## config.mk

```make
export PLATFORM = sky130hd
export DESIGN_NAME = databus_axi_read_flat
export DESIGN_NICKNAME = d
export VERILOG_FILES = /design/src/rtl/databus_axi_pkg.sv /design/src/rtl/databus_axi_read_if.sv /design/src/rtl/axi_r_skid.sv /design/src/rtl/databus_axi_read.sv /design/src/flat_wrapper.sv
export SDC_FILE = /design/constraint.sdc
export NUM_CORES = 1
export LEC_CHECK = 0
export ABC_CLOCK_PERIOD_IN_PS = 1900
export BUFFER_PORTS_ARGS = -buffer_cell sky130_fd_sc_hd__buf_2
export CORE_MARGIN = 2
export CORE_UTILIZATION = 38
export DETAILED_ROUTE_END_ITERATION = 10
export PLACE_DENSITY = 0.86
export SYNTH_ARGS = -nofsm -noshare
export SYNTH_HDL_FRONTEND = slang
export SYNTH_SLANG_ARGS = --single-unit
```

## constraint.sdc

```tcl
create_clock -name clk -period 1.9 [get_ports clk]
set_clock_uncertainty 0.15 [all_clocks]
set_input_delay 0.57 -clock clk [delete_from_list [all_inputs] [get_ports clk]]
set_output_delay 0.57 -clock clk [all_outputs]
set_load 0.05 [all_outputs]
```

## src/rtl/databus_axi_pkg.sv

```systemverilog
// databus_axi_pkg: AXI constants, adapter state encoding and arsize helper.
package databus_axi_pkg;
  localparam logic [1:0] AXI_BURST_INCR = 2'b01;
  localparam logic [1:0] AXI_RESP_OKAY = 2'b00;
  typedef enum logic [1:0] {IDLE, ADDR, DATA} state_t;
  function automatic logic [2:0] arsize_f(input int data_w);
    logic [2:0] s;
    s = '0;
    for (int b = data_w / 8; b > 1; b = b / 2) s = s + 3'd1;
    return s;
  endfunction
endpackage

```

## src/rtl/databus_axi_read_if.sv

```systemverilog
// databus_axi_read_if: databus request/beat port plus AXI AR/R channels of the read adapter.
interface databus_axi_read_if #(
  parameter int AXI_ADDR_W = 32,
  parameter int AXI_DATA_W = 32,
  parameter int LEN_W = 8
);
  logic databus_valid;
  logic databus_ready;
  logic [AXI_ADDR_W-1:0] databus_addr;
  logic [LEN_W-1:0] databus_len;
  logic [AXI_DATA_W-1:0] databus_rdata;
  logic databus_last;
  logic [AXI_ADDR_W-1:0] m_axi_araddr;
  logic [LEN_W-1:0] m_axi_arlen;
  logic [2:0] m_axi_arsize;
  logic [1:0] m_axi_arburst;
  logic m_axi_arvalid;
  logic m_axi_arready;
  logic [AXI_DATA_W-1:0] m_axi_rdata;
  logic [1:0] m_axi_rresp;
  logic m_axi_rlast;
  logic m_axi_rvalid;
  logic m_axi_rready;
  modport master (
    input databus_valid, databus_addr, databus_len, m_axi_arready, m_axi_rdata, m_axi_rresp,
          m_axi_rlast, m_axi_rvalid,
    output databus_ready, databus_rdata, databus_last, m_axi_araddr, m_axi_arlen, m_axi_arsize,
           m_axi_arburst, m_axi_arvalid, m_axi_rready
  );
  modport slave (
    output databus_valid, databus_addr, databus_len, m_axi_arready, m_axi_rdata, m_axi_rresp,
           m_axi_rlast, m_axi_rvalid,
    input databus_ready, databus_rdata, databus_last, m_axi_araddr, m_axi_arlen, m_axi_arsize,
          m_axi_arburst, m_axi_arvalid, m_axi_rready
  );
endinterface

```

## src/rtl/axi_r_skid.sv

```systemverilog
// axi_r_skid: 2-entry valid/ready skid buffer; in_ready comes straight from the occupancy register.
module axi_r_skid #(
  parameter int W = 35
) (
  input  logic clk,
  input  logic rst,
  input  logic flush,
  input  logic in_valid,
  output logic in_ready,
  input  logic [W-1:0] in_data,
  output logic out_valid,
  input  logic out_ready,
  output logic [W-1:0] out_data
);
  logic [W-1:0] mem [2];
  logic wp, rp, push, pop;
  logic [1:0] cnt;
  assign in_ready = ~cnt[1];
  assign out_valid = |cnt;
  assign out_data = mem[rp];
  assign push = in_valid & in_ready;
  assign pop = out_valid & out_ready;
  always_ff @(posedge clk or posedge rst)
    if (rst) begin
      wp <= 1'b0;
      rp <= 1'b0;
      cnt <= '0;
      mem[0] <= '0;
      mem[1] <= '0;
    end else if (flush) begin
      wp <= 1'b0;
      rp <= 1'b0;
      cnt <= '0;
    end else begin
      if (push) mem[wp] <= in_data;
      if (push) wp <= ~wp;
      if (pop) rp <= ~rp;
      cnt <= cnt + 2'(push) - 2'(pop);
    end
endmodule

```

## src/rtl/databus_axi_read.sv

```systemverilog
// databus_axi_read: turns one databus read request into a single AXI4 INCR burst and streams R beats back.
// Define DATABUS_AXI_READ_R_SLICE_EN to register the R path through a 2-entry skid buffer.
module databus_axi_read
  import databus_axi_pkg::*;
#(
  parameter int AXI_ADDR_W = 32,
  parameter int AXI_DATA_W = 32,
  parameter int LEN_W = 8
) (
  input  logic clk,
  input  logic rst,
  databus_axi_read_if.master bus,
  output logic busy,
  output logic error
);
  state_t state;
  logic arvalid, in_data, beat, last_now, b_valid, b_last;
  logic [AXI_ADDR_W-1:0] araddr;
  logic [LEN_W-1:0] arlen, cnt;
  logic [1:0] b_resp;
  logic [AXI_DATA_W-1:0] b_data;
  assign in_data = state == DATA;
`ifdef DATABUS_AXI_READ_R_SLICE_EN
  logic skid_ready;
  axi_r_skid #(.W(AXI_DATA_W + 3)) u_skid (
    .clk(clk),
    .rst(rst),
    .flush(!in_data),
    .in_valid(bus.m_axi_rvalid & in_data),
    .in_ready(skid_ready),
    .in_data({bus.m_axi_rdata, bus.m_axi_rresp, bus.m_axi_rlast}),
    .out_valid(b_valid),
    .out_ready(bus.databus_valid & in_data),
    .out_data({b_data, b_resp, b_last})
  );
  assign bus.m_axi_rready = in_data & skid_ready;
`else
  assign b_valid = bus.m_axi_rvalid;
  assign b_data = bus.m_axi_rdata;
  assign b_resp = bus.m_axi_rresp;
  assign b_last = bus.m_axi_rlast;
  assign bus.m_axi_rready = in_data & bus.databus_valid;
`endif
  // An exhausted counter ends the burst even if the slave never raises rlast.
  assign last_now = b_last | ~|cnt;
  assign beat = in_data & b_valid & bus.databus_valid;
  assign bus.databus_ready = in_data & b_valid;
  assign bus.databus_rdata = b_data;
  assign bus.databus_last = in_data & b_valid & last_now;
  assign bus.m_axi_araddr = araddr;
  assign bus.m_axi_arlen = arlen;
  assign bus.m_axi_arsize = arsize_f(AXI_DATA_W);
  assign bus.m_axi_arburst = AXI_BURST_INCR;
  assign bus.m_axi_arvalid = arvalid;
  assign busy = state != IDLE;
  always_ff @(posedge clk or posedge rst)
    if (rst) begin
      state <= IDLE;
      arvalid <= 1'b0;
      araddr <= '0;
      arlen <= '0;
      cnt <= '0;
      error <= 1'b0;
    end else
      case (state)
        IDLE: if (bus.databus_valid) begin
          state <= ADDR;
          arvalid <= 1'b1;
          araddr <= bus.databus_addr;
          arlen <= bus.databus_len;
          cnt <= bus.databus_len;
          error <= 1'b0;
        end
        ADDR: if (bus.m_axi_arready) begin
          state <= DATA;
          arvalid <= 1'b0;
        end
        DATA: if (beat) begin
          cnt <= cnt - LEN_W'(1);
          if (b_resp != AXI_RESP_OKAY || b_last != ~|cnt) error <= 1'b1;
          if (last_now) state <= IDLE;
        end
        default: state <= IDLE;
      endcase
endmodule

```

## src/flat_wrapper.sv

```systemverilog
// flat-port wrapper written by rule: the top's interface ports become plain ports
module databus_axi_read_flat import databus_axi_pkg::*;
#(
  parameter int AXI_ADDR_W = 32,
  parameter int AXI_DATA_W = 32,
  parameter int LEN_W = 8
)
  (clk, rst, busy, error, bus_databus_valid, bus_databus_addr, bus_databus_len, bus_m_axi_arready, bus_m_axi_rdata, bus_m_axi_rresp, bus_m_axi_rlast, bus_m_axi_rvalid, bus_databus_ready, bus_databus_rdata, bus_databus_last, bus_m_axi_araddr, bus_m_axi_arlen, bus_m_axi_arsize, bus_m_axi_arburst, bus_m_axi_arvalid, bus_m_axi_rready);
  databus_axi_read_if #(.AXI_ADDR_W(AXI_ADDR_W), .AXI_DATA_W(AXI_DATA_W), .LEN_W(LEN_W)) bus_i ();
  input  logic clk;
  input  logic rst;
  output logic busy;
  output logic error;
  input wire logic [$bits(bus_i.databus_valid)-1:0] bus_databus_valid;
  input wire logic [$bits(bus_i.databus_addr)-1:0] bus_databus_addr;
  input wire logic [$bits(bus_i.databus_len)-1:0] bus_databus_len;
  input wire logic [$bits(bus_i.m_axi_arready)-1:0] bus_m_axi_arready;
  input wire logic [$bits(bus_i.m_axi_rdata)-1:0] bus_m_axi_rdata;
  input wire logic [$bits(bus_i.m_axi_rresp)-1:0] bus_m_axi_rresp;
  input wire logic [$bits(bus_i.m_axi_rlast)-1:0] bus_m_axi_rlast;
  input wire logic [$bits(bus_i.m_axi_rvalid)-1:0] bus_m_axi_rvalid;
  output wire logic [$bits(bus_i.databus_ready)-1:0] bus_databus_ready;
  output wire logic [$bits(bus_i.databus_rdata)-1:0] bus_databus_rdata;
  output wire logic [$bits(bus_i.databus_last)-1:0] bus_databus_last;
  output wire logic [$bits(bus_i.m_axi_araddr)-1:0] bus_m_axi_araddr;
  output wire logic [$bits(bus_i.m_axi_arlen)-1:0] bus_m_axi_arlen;
  output wire logic [$bits(bus_i.m_axi_arsize)-1:0] bus_m_axi_arsize;
  output wire logic [$bits(bus_i.m_axi_arburst)-1:0] bus_m_axi_arburst;
  output wire logic [$bits(bus_i.m_axi_arvalid)-1:0] bus_m_axi_arvalid;
  output wire logic [$bits(bus_i.m_axi_rready)-1:0] bus_m_axi_rready;
  assign bus_i.databus_valid = bus_databus_valid;
  assign bus_i.databus_addr = bus_databus_addr;
  assign bus_i.databus_len = bus_databus_len;
  assign bus_i.m_axi_arready = bus_m_axi_arready;
  assign bus_i.m_axi_rdata = bus_m_axi_rdata;
  assign bus_i.m_axi_rresp = bus_m_axi_rresp;
  assign bus_i.m_axi_rlast = bus_m_axi_rlast;
  assign bus_i.m_axi_rvalid = bus_m_axi_rvalid;
  assign bus_databus_ready = bus_i.databus_ready;
  assign bus_databus_rdata = bus_i.databus_rdata;
  assign bus_databus_last = bus_i.databus_last;
  assign bus_m_axi_araddr = bus_i.m_axi_araddr;
  assign bus_m_axi_arlen = bus_i.m_axi_arlen;
  assign bus_m_axi_arsize = bus_i.m_axi_arsize;
  assign bus_m_axi_arburst = bus_i.m_axi_arburst;
  assign bus_m_axi_arvalid = bus_i.m_axi_arvalid;
  assign bus_m_axi_rready = bus_i.m_axi_rready;
  databus_axi_read #(.AXI_ADDR_W(AXI_ADDR_W), .AXI_DATA_W(AXI_DATA_W), .LEN_W(LEN_W)) u_core (.clk(clk), .rst(rst), .bus(bus_i), .busy(busy), .error(error));
endmodule
```

==> reports/qor.csv <==
metric,value,unit
numCtsBuffers,5,
cp_slowest_cell,dfrtp_1,
antenna_left,0,
highest_layer,met4,
violations,setup timing,
max_freq,443,MHz
required,1180,ps
status,finished with violations,
syn2layout_area_growth,36.9,%
globalplace.congestion,0.788,
avgSynthCellArea,12.3,sq um
grt_pass1_wl,8680,microns
power.total,7.28,mW
finalCritPeriodShare,1.19,
grt_pass1_vias,1945,
crit_fanout,2,
io_pins,163,
rows,29,
antenna_found_initial,0,
firstDrtPassIters,4,
hp-class,in2async,
leakage,1.75,nW
overflow,0,
die_w,86.2,microns
via_per_inst,5.01,
io_buffers,93,
maxCapViolations,0,
finalSetupViolations,44,
start_kind,flop,
num_vias,1914,
clk_path_buf_depth,2,
crit_path_max_incr_delay,400,ps
path_clk_slew,80,ps
diodes,0,
grt_max_degree,53,
routed_wirelength,6240,microns
drcViolationCount,0,
hpwl,4050,microns
yosysWarnings,0,
endpoint_kind,primary output,
n_fill_cell,538,
drt_iter0_markers,62,
insertion_delay,290,ps
crit_chain,"inv_2, ha_4, nand4_1, ha_2, inv_2, and3_4, buf_8",
setup_slack,-358,ps
crit_type,reg2out,
wl_met3,392,microns
power.density,2070,nW/um^2
synth-edff-count,0,
synth_cell_types,39,
wl_per_cell,16.3,microns
synth-main-ff-cell,dfrtp_1,
ys_ff_latch,52,
finalHoldViolCount,0,
rsz0062_at_grt,yes,
synthCells,209,
cts.sinks,52,
slew_violations,0,
most-common-layout-cells,"buf_2, dfrtp_1, mux2_4, buf_4, o21ai_0",
layout_commonest_cell,buf_2,
grt_usage,0.146,
die_y,86.2,microns
async_reset_ff_frac,1.00,
seq_area_frac_synth,0.507,
peakVddDrop,930,uV
start_util,0.398,
postLayoutCoreUtil,0.544,
nNetsFinal,388,
layout-drive-gt1-share,0.646,
syn_area,2570,sq um
cpMostUsedCell,inv_2,
die_area,7430,sq um
htree_num_levels,2,
cts_tree,built,
min_period,2260,ps
wl_met2,3210,microns
core,6460,sq um
cts_root_buf,clkbuf_8,
drt-met1-wl,2550,microns
worstPathArrival,1540,ps
power breakdown:
group,internal (mW),switching (mW),total (mW)
sequential,1.67,0.335,2.01
combinational,1.87,2.82,4.70
clock,0.251,0.326,0.577
sequential cells by signal (all words and copies together) (netlist names):
register,count
u_core.bus.m_axi_araddr,32
u_core.state,2
u_core.bus.m_axi_arvalid,1
u_core.cnt,8
u_core.bus.m_axi_arlen,8
u_core.error,1
cell type report:
class                           instances  area, sq um  area share
Tap cell                               77         96.3      0.0274
Sequential cell                        52         1300       0.371
Clock buffer                            6         72.6      0.0206
Timing Repair Buffer                  130          901       0.256
Inverter                                9         38.8      0.0110
Clock inverter                          1         5.00     0.00142
Multi-Input combinational cell        107         1100       0.312
logic make-up after synthesis:
logic type                 after synthesis  synth area share
AOI/OAI and AO/OA                       27            0.0697
adders and majority gates                3            0.0146
buffers and inverters                   53             0.146
DFF                                     52             0.507
muxes                                   40             0.175
other                                    2           0.00293
and+or+nand+nor                         32            0.0848
metal layers:
| metal | GRT usage | vias up |
|---|---|---|
| met1 | 0.164 | 957 |
| met5 | 0 | - |
| met3 | 0.0371 | 10 |
| met2 | 0.264 | 83 |
| li1 | - | 864 |
| met4 | 0.0582 | 0 |
synth_stat cells, drive strengths merged (2+ instances only):
master  number  area [sq um]
mux2        40           450
and3         2          12.5
ha           3          37.5
or3          2          17.5
buf         44           340
o21ai        9          45.0
conb         2          7.51
o22ai        2          12.5
o22a         2          17.5
nand2        6          22.5
a221o        2          21.3
nor2        10          53.8
nor4b        3          41.3
inv          8          30.0
a21oi        6          30.0
dfrtp       52          1300
through the flow:
stage | setup slack, ps | setup TNS, ps | instances | hold slack, ps | cell area [sq um]
global route | -453 | -4940 | 382 | 199 | 3510
detailed placement | -223 | -223 | 362 | 321 | 3050
CTS | -376 | -1420 | 375 | 189 | 3240
finish | -358 | -2620 | 382 | 184 | 3510
floorplan | -26.7 | -26.7 | 212 | 344 | 2600
global placement | -167 | -167 | 362 | 313 | 3050
timing repair:
| item | 4_1_cts | 5_1_grt |
|---|---|---|
| hold buffers | 0 | 0 |
| setup endpoints to repair | 4 | 43 |
| buffers inserted | 6 | 3 |
| pin swaps | 2 | 5 |
| gates resized for setup | 22 | 45 |
| gates cloned | 0 | 4 |
final timing paths:
path	start	endpoint	slack, ps	cells past startpoint
hold / removal	rst	u_core.bus.m_axi_araddr[21]	180	3
hold reg to reg	u_core.error	u_core.error	360	2
setup / recovery	u_core.cnt[0]	bus_databus_last	-360	7
setup reg to reg	u_core.state[0]	u_core.bus.m_axi_araddr[15]	-80	6
min in group clk	bus_databus_addr[8]	u_core.bus.m_axi_araddr[8]	350	2
max in group asynchronous	rst	u_core.state[1]	1160	3
worst max-delay path, delay by kind of cell (launching register included):
family | cells | cell delay, ps
buffers and inverters | 3 | 280
adder cells (fa/ha/maj) | 2 | 320
flip-flops | 1 | 400
AND/OR/NAND/NOR | 2 | 250
(Power assumes the default switching activity.)
